$ cat src/rtl/axi_arb_pkg.sv
// Shared types and constants for the two-master AXI-Lite arbiter.
package axi_arb_pkg;

  typedef enum logic [1:0] {
    W_IDLE = 2'd0,
    W_ADDR = 2'd1,
    W_RESP = 2'd2
  } wr_state_t;

  typedef enum logic [1:0] {
    R_IDLE = 2'd0,
    R_ADDR = 2'd1,
    R_DATA = 2'd2
  } rd_state_t;

  localparam logic [1:0] RESP_OKAY = 2'b00;

endpackage

$ cat src/rtl/rr_arb2.sv
// Combinational two-way round-robin pick; prio names the master that wins a tie.
module rr_arb2 (
  input  logic [1:0] req,
  input  logic       prio,
  output logic [1:0] gnt
);

  // A lone requester always wins; on a tie the prio pointer decides.
  always_comb begin
    gnt = 2'b00;
    case (req)
      2'b01:   gnt = 2'b01;
      2'b10:   gnt = 2'b10;
      2'b11:   gnt = prio ? 2'b10 : 2'b01;
      default: gnt = 2'b00;
    endcase
  end

endmodule

$ cat src/rtl/axi_lite_arb2.sv
// Two-master AXI-Lite arbiter: independent write and read FSMs, each with a
// registered one-hot grant and round-robin priority. Payload and handshakes are
// routed combinationally to/from the granted master.
//
// state  | meaning
// W_IDLE | no write owner, arbitrating AW requests
// W_ADDR | forwarding AW and W of the granted master until both handshake
// W_RESP | routing B back to the granted master
// R_IDLE | no read owner, arbitrating AR requests
// R_ADDR | forwarding AR of the granted master
// R_DATA | routing R back to the granted master
module axi_lite_arb2
  import axi_arb_pkg::*;
#(
  parameter int ADDR_WIDTH = 32,
  parameter int DATA_WIDTH = 32
) (
  input  logic                    aclk,
  input  logic                    aresetn,
  input  logic [ADDR_WIDTH-1:0]   s0_axi_awaddr,
  input  logic                    s0_axi_awvalid,
  output logic                    s0_axi_awready,
  input  logic [DATA_WIDTH-1:0]   s0_axi_wdata,
  input  logic [DATA_WIDTH/8-1:0] s0_axi_wstrb,
  input  logic                    s0_axi_wvalid,
  output logic                    s0_axi_wready,
  output logic [1:0]              s0_axi_bresp,
  output logic                    s0_axi_bvalid,
  input  logic                    s0_axi_bready,
  input  logic [ADDR_WIDTH-1:0]   s0_axi_araddr,
  input  logic                    s0_axi_arvalid,
  output logic                    s0_axi_arready,
  output logic [DATA_WIDTH-1:0]   s0_axi_rdata,
  output logic [1:0]              s0_axi_rresp,
  output logic                    s0_axi_rvalid,
  input  logic                    s0_axi_rready,
  input  logic [ADDR_WIDTH-1:0]   s1_axi_awaddr,
  input  logic                    s1_axi_awvalid,
  output logic                    s1_axi_awready,
  input  logic [DATA_WIDTH-1:0]   s1_axi_wdata,
  input  logic [DATA_WIDTH/8-1:0] s1_axi_wstrb,
  input  logic                    s1_axi_wvalid,
  output logic                    s1_axi_wready,
  output logic [1:0]              s1_axi_bresp,
  output logic                    s1_axi_bvalid,
  input  logic                    s1_axi_bready,
  input  logic [ADDR_WIDTH-1:0]   s1_axi_araddr,
  input  logic                    s1_axi_arvalid,
  output logic                    s1_axi_arready,
  output logic [DATA_WIDTH-1:0]   s1_axi_rdata,
  output logic [1:0]              s1_axi_rresp,
  output logic                    s1_axi_rvalid,
  input  logic                    s1_axi_rready,
  output logic [ADDR_WIDTH-1:0]   m_axi_awaddr,
  output logic                    m_axi_awvalid,
  input  logic                    m_axi_awready,
  output logic [DATA_WIDTH-1:0]   m_axi_wdata,
  output logic [DATA_WIDTH/8-1:0] m_axi_wstrb,
  output logic                    m_axi_wvalid,
  input  logic                    m_axi_wready,
  input  logic [1:0]              m_axi_bresp,
  input  logic                    m_axi_bvalid,
  output logic                    m_axi_bready,
  output logic [ADDR_WIDTH-1:0]   m_axi_araddr,
  output logic                    m_axi_arvalid,
  input  logic                    m_axi_arready,
  input  logic [DATA_WIDTH-1:0]   m_axi_rdata,
  input  logic [1:0]              m_axi_rresp,
  input  logic                    m_axi_rvalid,
  output logic                    m_axi_rready,
  output logic [1:0]              wr_grant,
  output logic [1:0]              rd_grant
);

  wr_state_t r_wr_state, w_wr_state_nxt;
  rd_state_t r_rd_state, w_rd_state_nxt;
  logic [1:0] r_wr_grant, w_wr_grant_nxt, r_rd_grant, w_rd_grant_nxt;
  logic       r_aw_done, w_aw_done_nxt, r_w_done, w_w_done_nxt;
  logic       r_wr_prio, w_wr_prio_nxt, r_rd_prio, w_rd_prio_nxt;
  logic [1:0] w_wr_pick, w_rd_pick;
  logic       w_wr_addr, w_wr_resp, w_rd_addr, w_rd_data;
  logic       w_g_awvalid, w_g_wvalid, w_g_bready, w_g_arvalid, w_g_rready;
  logic       w_aw_hs, w_w_hs, w_b_hs, w_ar_hs, w_r_hs;

  rr_arb2 u_wr_arb (.req({s1_axi_awvalid, s0_axi_awvalid}), .prio(r_wr_prio), .gnt(w_wr_pick));
  rr_arb2 u_rd_arb (.req({s1_axi_arvalid, s0_axi_arvalid}), .prio(r_rd_prio), .gnt(w_rd_pick));

  assign w_wr_addr = (r_wr_state == W_ADDR);
  assign w_wr_resp = (r_wr_state == W_RESP);
  assign w_rd_addr = (r_rd_state == R_ADDR);
  assign w_rd_data = (r_rd_state == R_DATA);

  assign w_g_awvalid = (r_wr_grant[0] & s0_axi_awvalid) | (r_wr_grant[1] & s1_axi_awvalid);
  assign w_g_wvalid  = (r_wr_grant[0] & s0_axi_wvalid)  | (r_wr_grant[1] & s1_axi_wvalid);
  assign w_g_bready  = (r_wr_grant[0] & s0_axi_bready)  | (r_wr_grant[1] & s1_axi_bready);
  assign w_g_arvalid = (r_rd_grant[0] & s0_axi_arvalid) | (r_rd_grant[1] & s1_axi_arvalid);
  assign w_g_rready  = (r_rd_grant[0] & s0_axi_rready)  | (r_rd_grant[1] & s1_axi_rready);

  // Downstream side: payload follows the grant, valids are masked once their handshake is done.
  assign m_axi_awaddr  = r_wr_grant[1] ? s1_axi_awaddr : s0_axi_awaddr;
  assign m_axi_wdata   = r_wr_grant[1] ? s1_axi_wdata  : s0_axi_wdata;
  assign m_axi_wstrb   = r_wr_grant[1] ? s1_axi_wstrb  : s0_axi_wstrb;
  assign m_axi_araddr  = r_rd_grant[1] ? s1_axi_araddr : s0_axi_araddr;
  assign m_axi_awvalid = w_wr_addr & w_g_awvalid & ~r_aw_done;
  assign m_axi_wvalid  = w_wr_addr & w_g_wvalid  & ~r_w_done;
  assign m_axi_bready  = w_wr_resp & w_g_bready;
  assign m_axi_arvalid = w_rd_addr & w_g_arvalid;
  assign m_axi_rready  = w_rd_data & w_g_rready;

  assign w_aw_hs = m_axi_awvalid & m_axi_awready;
  assign w_w_hs  = m_axi_wvalid  & m_axi_wready;
  assign w_b_hs  = m_axi_bvalid  & m_axi_bready;
  assign w_ar_hs = m_axi_arvalid & m_axi_arready;
  assign w_r_hs  = m_axi_rvalid  & m_axi_rready;

  // Upstream side: only the granted master sees ready/valid; responses read as zero otherwise.
  assign s0_axi_awready = r_wr_grant[0] & w_wr_addr & ~r_aw_done & m_axi_awready;
  assign s1_axi_awready = r_wr_grant[1] & w_wr_addr & ~r_aw_done & m_axi_awready;
  assign s0_axi_wready  = r_wr_grant[0] & w_wr_addr & ~r_w_done & m_axi_wready;
  assign s1_axi_wready  = r_wr_grant[1] & w_wr_addr & ~r_w_done & m_axi_wready;
  assign s0_axi_bvalid  = r_wr_grant[0] & w_wr_resp & m_axi_bvalid;
  assign s1_axi_bvalid  = r_wr_grant[1] & w_wr_resp & m_axi_bvalid;
  assign s0_axi_bresp   = (r_wr_grant[0] & w_wr_resp) ? m_axi_bresp : RESP_OKAY;
  assign s1_axi_bresp   = (r_wr_grant[1] & w_wr_resp) ? m_axi_bresp : RESP_OKAY;
  assign s0_axi_arready = r_rd_grant[0] & w_rd_addr & m_axi_arready;
  assign s1_axi_arready = r_rd_grant[1] & w_rd_addr & m_axi_arready;
  assign s0_axi_rvalid  = r_rd_grant[0] & w_rd_data & m_axi_rvalid;
  assign s1_axi_rvalid  = r_rd_grant[1] & w_rd_data & m_axi_rvalid;
  assign s0_axi_rresp   = (r_rd_grant[0] & w_rd_data) ? m_axi_rresp : RESP_OKAY;
  assign s1_axi_rresp   = (r_rd_grant[1] & w_rd_data) ? m_axi_rresp : RESP_OKAY;
  assign s0_axi_rdata   = (r_rd_grant[0] & w_rd_data) ? m_axi_rdata : '0;
  assign s1_axi_rdata   = (r_rd_grant[1] & w_rd_data) ? m_axi_rdata : '0;

  assign wr_grant = r_wr_grant;
  assign rd_grant = r_rd_grant;

  // Write FSM next state; done flags persist through W_RESP and clear on the B handshake.
  always_comb begin
    w_wr_state_nxt = r_wr_state;
    w_wr_grant_nxt = r_wr_grant;
    w_aw_done_nxt  = r_aw_done;
    w_w_done_nxt   = r_w_done;
    w_wr_prio_nxt  = r_wr_prio;
    case (r_wr_state)
      W_IDLE: begin
        if (|w_wr_pick) begin
          w_wr_grant_nxt = w_wr_pick;
          w_wr_state_nxt = W_ADDR;
        end
      end
      W_ADDR: begin
        w_aw_done_nxt = r_aw_done | w_aw_hs;
        w_w_done_nxt  = r_w_done  | w_w_hs;
        if (w_aw_done_nxt && w_w_done_nxt) w_wr_state_nxt = W_RESP;
      end
      W_RESP: begin
        if (w_b_hs) begin
          w_wr_state_nxt = W_IDLE;
          w_wr_grant_nxt = 2'b00;
          w_aw_done_nxt  = 1'b0;
          w_w_done_nxt   = 1'b0;
          w_wr_prio_nxt  = r_wr_grant[0];
        end
      end
      default: w_wr_state_nxt = W_IDLE;
    endcase
  end

  // Read FSM next state; same shape as the write side with a single address channel.
  always_comb begin
    w_rd_state_nxt = r_rd_state;
    w_rd_grant_nxt = r_rd_grant;
    w_rd_prio_nxt  = r_rd_prio;
    case (r_rd_state)
      R_IDLE: begin
        if (|w_rd_pick) begin
          w_rd_grant_nxt = w_rd_pick;
          w_rd_state_nxt = R_ADDR;
        end
      end
      R_ADDR: begin
        if (w_ar_hs) w_rd_state_nxt = R_DATA;
      end
      R_DATA: begin
        if (w_r_hs) begin
          w_rd_state_nxt = R_IDLE;
          w_rd_grant_nxt = 2'b00;
          w_rd_prio_nxt  = r_rd_grant[0];
        end
      end
      default: w_rd_state_nxt = R_IDLE;
    endcase
  end

  // State, grant, done and priority registers for both directions.
  always_ff @(posedge aclk or negedge aresetn) begin
    if (!aresetn) begin
      r_wr_state <= W_IDLE;
      r_wr_grant <= 2'b00;
      r_aw_done  <= 1'b0;
      r_w_done   <= 1'b0;
      r_wr_prio  <= 1'b0;
      r_rd_state <= R_IDLE;
      r_rd_grant <= 2'b00;
      r_rd_prio  <= 1'b0;
    end else begin
      r_wr_state <= w_wr_state_nxt;
      r_wr_grant <= w_wr_grant_nxt;
      r_aw_done  <= w_aw_done_nxt;
      r_w_done   <= w_w_done_nxt;
      r_wr_prio  <= w_wr_prio_nxt;
      r_rd_state <= w_rd_state_nxt;
      r_rd_grant <= w_rd_grant_nxt;
      r_rd_prio  <= w_rd_prio_nxt;
    end
  end

endmodule

$ cat config.mk
export PLATFORM = sky130hd
export DESIGN_NAME = axi_lite_arb2
export DESIGN_NICKNAME = d
export VERILOG_FILES = /design/src/rtl/axi_arb_pkg.sv /design/src/rtl/rr_arb2.sv /design/src/rtl/axi_lite_arb2.sv
export SDC_FILE = /design/constraint.sdc
export NUM_CORES = 1
export LEC_CHECK = 0
export ABC_AREA = 1
export CAP_MARGIN = 20
export CORE_AREA = 2 2 173 175
export DETAILED_ROUTE_END_ITERATION = 7
export DIE_AREA = 0 0 175 177
export GPL_TIMING_DRIVEN = 0
export PLACE_DENSITY_LB_ADDON = 0.05
export SLEW_MARGIN = 15
export SYNTH_ARGS = -nofsm -noshare
export SYNTH_HDL_FRONTEND = slang
export SYNTH_HIERARCHICAL = 1
export SYNTH_SLANG_ARGS = --single-unit
$ cat constraint.sdc
create_clock -name aclk -period 1.3 [get_ports aclk]
set_input_delay 0.195 -clock aclk [delete_from_list [all_inputs] [get_ports aclk]]
set_output_delay 0.195 -clock aclk [all_outputs]
set_load 0.005 [all_outputs]
==> results list <==
* Part of the total power dissipated in the clock network: between 4 and 5%
- Switching power summed over all nets: roughly 5.7 mW
- After detailed routing, the average wire length per cell comes to approximately 14 um.
- FF-to-FF setup slack: -0.23 ns
* Start-to-end type of the worst setup path: reg -> out
* Worst reg-to-reg path cell count: 10
- After synthesis the cells add up to around 2500 um2.
- Startpoint of the worst setup timing path: r_rd_state[0]
- The internal power of the cells totals 7.66 mW.
- Flop and latch count out of synthesis: 12
* Vias in the first global route: 5115
- DP HPWL: around 16000 um
- Max-cap violations: 0
- The max-slew violation count was 0.
- The die is approximately 180 um tall.
- The signal on the critical path passes through nor2_4, buf_6, nand2_8, buf_8, buf_8, nor2_2, buf_2.
- The clock drives 12 sinks.
- FF-to-FF End: r_wr_state[0]
- Wire segments on met2 add up to ~12000 um in the final route.
- Combined flip-flop and latch cell area: 307 um2
- Area of the multi-input gates: roughly 2800 um2
- Clock-pin slew was measured on the worst setup and hold paths at 0.05 ns.
- TritonCTS built the clock tree.
- Initial standard-cell utilization of the core: under 10%
- Cell with the most instances on the worst path: buf_8
* Final Routed Wirelength: 20900 um
- During placement, the flow inserted port buffers numbering approximately 440.
- Entering global routing, the biggest net connects 13 pins.
* Post-route clock period utilization: 131%
* Number of detailed-routing iterations run before antenna repair: 4
- During synthesis, Yosys emitted a total of 6 warnings.
* Most frequent standard cell in the layout excluding fill and tap cells: clkdlybuf4s50_1
- Most used flip-flop cell after synthesis: dfrtp_1
- A synthesized cell averages ~4.4 um2.
- The tree is rooted in a clkbuf_16.
* Overall routing resource usage: between 10% and 20%
* Number of H-tree levels: 1
- Max-slew headroom at the worst pin: about three fifths
* Unrepaired setup endpoints after global routing: yes
* Type of element launching the critical path: flip-flop
- The initialized floorplan defines 63 standard-cell rows.
- For the final database, setup skew stands at 0.00655 ns.
* Total buffers and inverters traversed by the critical path: 4
* Die width: 175 um
* Insertion delay of the later-clocked pin in the worst-skew pair: 0.24 ns
* Crit path setup slack, layout: -0.409 ns
* Outcome: complete, but fails checks
- After synthesis, the netlist uses 24 different library cells.
- Reported leakage power: 4.75 nW
* Number of enable-type register cells in the synthesized netlist: 0
- Met3 Wirelength: between 1000 and 1500 um
* Number of placed instances with taps included: approximately 1400
* GRT overflow: 0
* Total number of cells along the worst setup path: 7
- 444 I/O pins were placed.
- The slowest stage of the critical path belongs to the cell dfrtp_2.
- Synth Net Count: between 800 and 900
- Number of buffers inserted for hold repair after clock tree synthesis: 0
- The total area inside the core boundary comes to between 20000 and 30000 um2.
- The hold violation total from the final report came to 0.
- Summed over all failing endpoints, the final setup total negative slack is -51.23 ns.
- Clock buffer count from CTS: 3
* Total number of vias: 5265
* Commonest cells after routing, fill and taps aside: clkdlybuf4s50_1, nand2_1, buf_2, nand2_2, buf_6
- Final weighted congestion in routability-driven placement: about 0.73
- Capturing element type of the critical path: output port
- Net switching is between 40% and 50% of the power.
- The detail route stage leaves a number of antenna-violating nets equal to 0.
- The number of antenna violations at the first check in global routing is 1.
- DRC violation count after routing: 0
- Largest fanout on the critical path: 6
* Routed via count divided by cell count: about 3.5
* Pin slew with the least headroom to its limit: just under 0.6 ns
* Part of the total power dissipated in combinational logic: between 80% and 90%
* Failing checks: setup timing
- The highest metal layer carrying signal wires in the routed design is met4.
- Number of instances in the synthesized netlist: 565
* Syn-to-layout area delta: 274%
* Data required time of the worst path: 1.11 ns
* Worst R2R Start: wr_grant[1]
* Setup-failing EPs final: roughly 200
- The layout has between 3000 and 4000 filler cells.
- Met1 WL: between 7000 and 8000 um
* FFs w/ async S/R, synth: between 90% and 100%
* Min Clock Period, post-route: 1.71 ns
* Category of cells accounting for the largest share of critical-path delay: buffers and inverters
- On the worst path, the slowest cell contributes a delay of 0.43 ns.
- Based on the critical path, the design can be clocked at up to 585 MHz.
* Starting DRC count in detailed routing: 83
- Overall power of the completed layout: between 10 and 15 mW
- Power density over the cells: 1440 nW/um2
* First-pass GRT wire length: 29400 um
- Counting along the longest clock path gives a buffer depth of 2.
* Share of the yosys chip area belonging to registers: 12.1%
- Of the cells placed in the final design, the portion with a size suffix greater than 1 is 51.5%.
- In the final design database the tool counted between 1000 and 1500 nets.
- Excluding fillers, the count of instances in the completed layout stands at ~1500.
- Reg power frac: under 10%
- The critical path ends at s1_axi_rdata[14].
* Worst IR drop on VDD: between 300 and 400 uV
* Classification of the worst-slack hold path: in -> async
* Die outline area: a little over 30000 um2
- Arrival time at the worst endpoint: 1.51 ns
-- power by group through the flow --
stage / clock [mW] / sequential [mW] / combinational (mW)
after floorplan: 0 / 0.715 / 2.96
after global placement: 0 / 0.775 / 7.87
after detailed placement: 0 / 0.769 / 7.74
after CTS: 0.653 / 0.809 / 10.4
after global routing: 0.674 / 0.863 / 12.9
final: 0.632 / 0.826 / 11.9
-- through the flow --
stage	utilization, %	hold slack [ns]	setup WS (ns)	area (um2)
final	31.7	0.334	-0.409	9280
after global routing	31.7	0.397	-0.493	9280
after CTS	28.6	0.359	-0.426	8360
after detailed placement	25.3	0.502	-0.748	7400
after global placement	25.3	0.511	-0.741	7400
after floorplan	-	-0.101	0.0747	2480
-- worst min-delay path by stage --
stage / cells after the start / endpoint / start / slack (ns)
floorplan: 0 / r_aw_done / aresetn / -0.10
global route: 1 / r_rd_prio / aresetn / 0.40
global placement: 2 / r_rd_prio / r_rd_prio / 0.51
CTS: 1 / r_rd_prio / aresetn / 0.36
finish: 1 / r_rd_prio / aresetn / 0.33
detailed placement: 2 / r_wr_prio / r_wr_prio / 0.50
-- sequential cells by signal (all words and copies together) (netlist names) --
register and cells:
wr_grant 2, r_aw_done 1, r_wr_state 2, r_w_done 1
rd_grant 2, r_rd_state 2, r_wr_prio 1, r_rd_prio 1
-- cell families after synthesis --
logic type      share of synthesized area, %
compound gates                          4.08
buf+inv                                 14.3
flops                                   12.1
simple gates                            69.6
-- cell type report --
| class | count | share of cell area (%) |
|---|---|---|
| Timing Repair Buffer | 545 | 52.7 |
| Multi-Input combinational cell | 464 | 30.3 |
| Tap cell | 390 | 5.26 |
| Buffer | 21 | 4.69 |
| Sequential cell | 12 | 3.30 |
| Inverter | 61 | 2.68 |
| Clock buffer | 4 | 0.957 |
| Antenna cell | 1 | 0.0270 |
-- per-layer routing --
| layer | vias up | track usage, % |
|---|---|---|
| met1 | 2313 | 13.2 |
| met3 | 8 | 2.49 |
| li1 | 2743 | - |
| met2 | 201 | 24.1 |
| met5 | - | 0 |
| met4 | 0 | 2.50 |
-- synth_stat cells (all sizes together), types with 2 or more instances --
library cell,count,area [um2]
nor3,7,35.0
clkbuf,16,60.1
nand3,6,35.0
nand2,344,1290
nor2,87,344
nand4,2,12.5
a21oi,4,23.8
o21ai,11,62.6
inv,60,225
buf,12,65.1
dfrtp,12,300
-- repair_timing --
action | 4_1_cts | 5_1_grt
endpoints found under the setup margin | 199 | 199
pin swaps | 33 | 100
buffers inserted | 69 | 25
gates cloned | 8 | 4
gates resized for setup | 951 | 343
endpoints found under the hold margin | 0 | 0
Note: power is estimated with default switching activity, not from simulation.
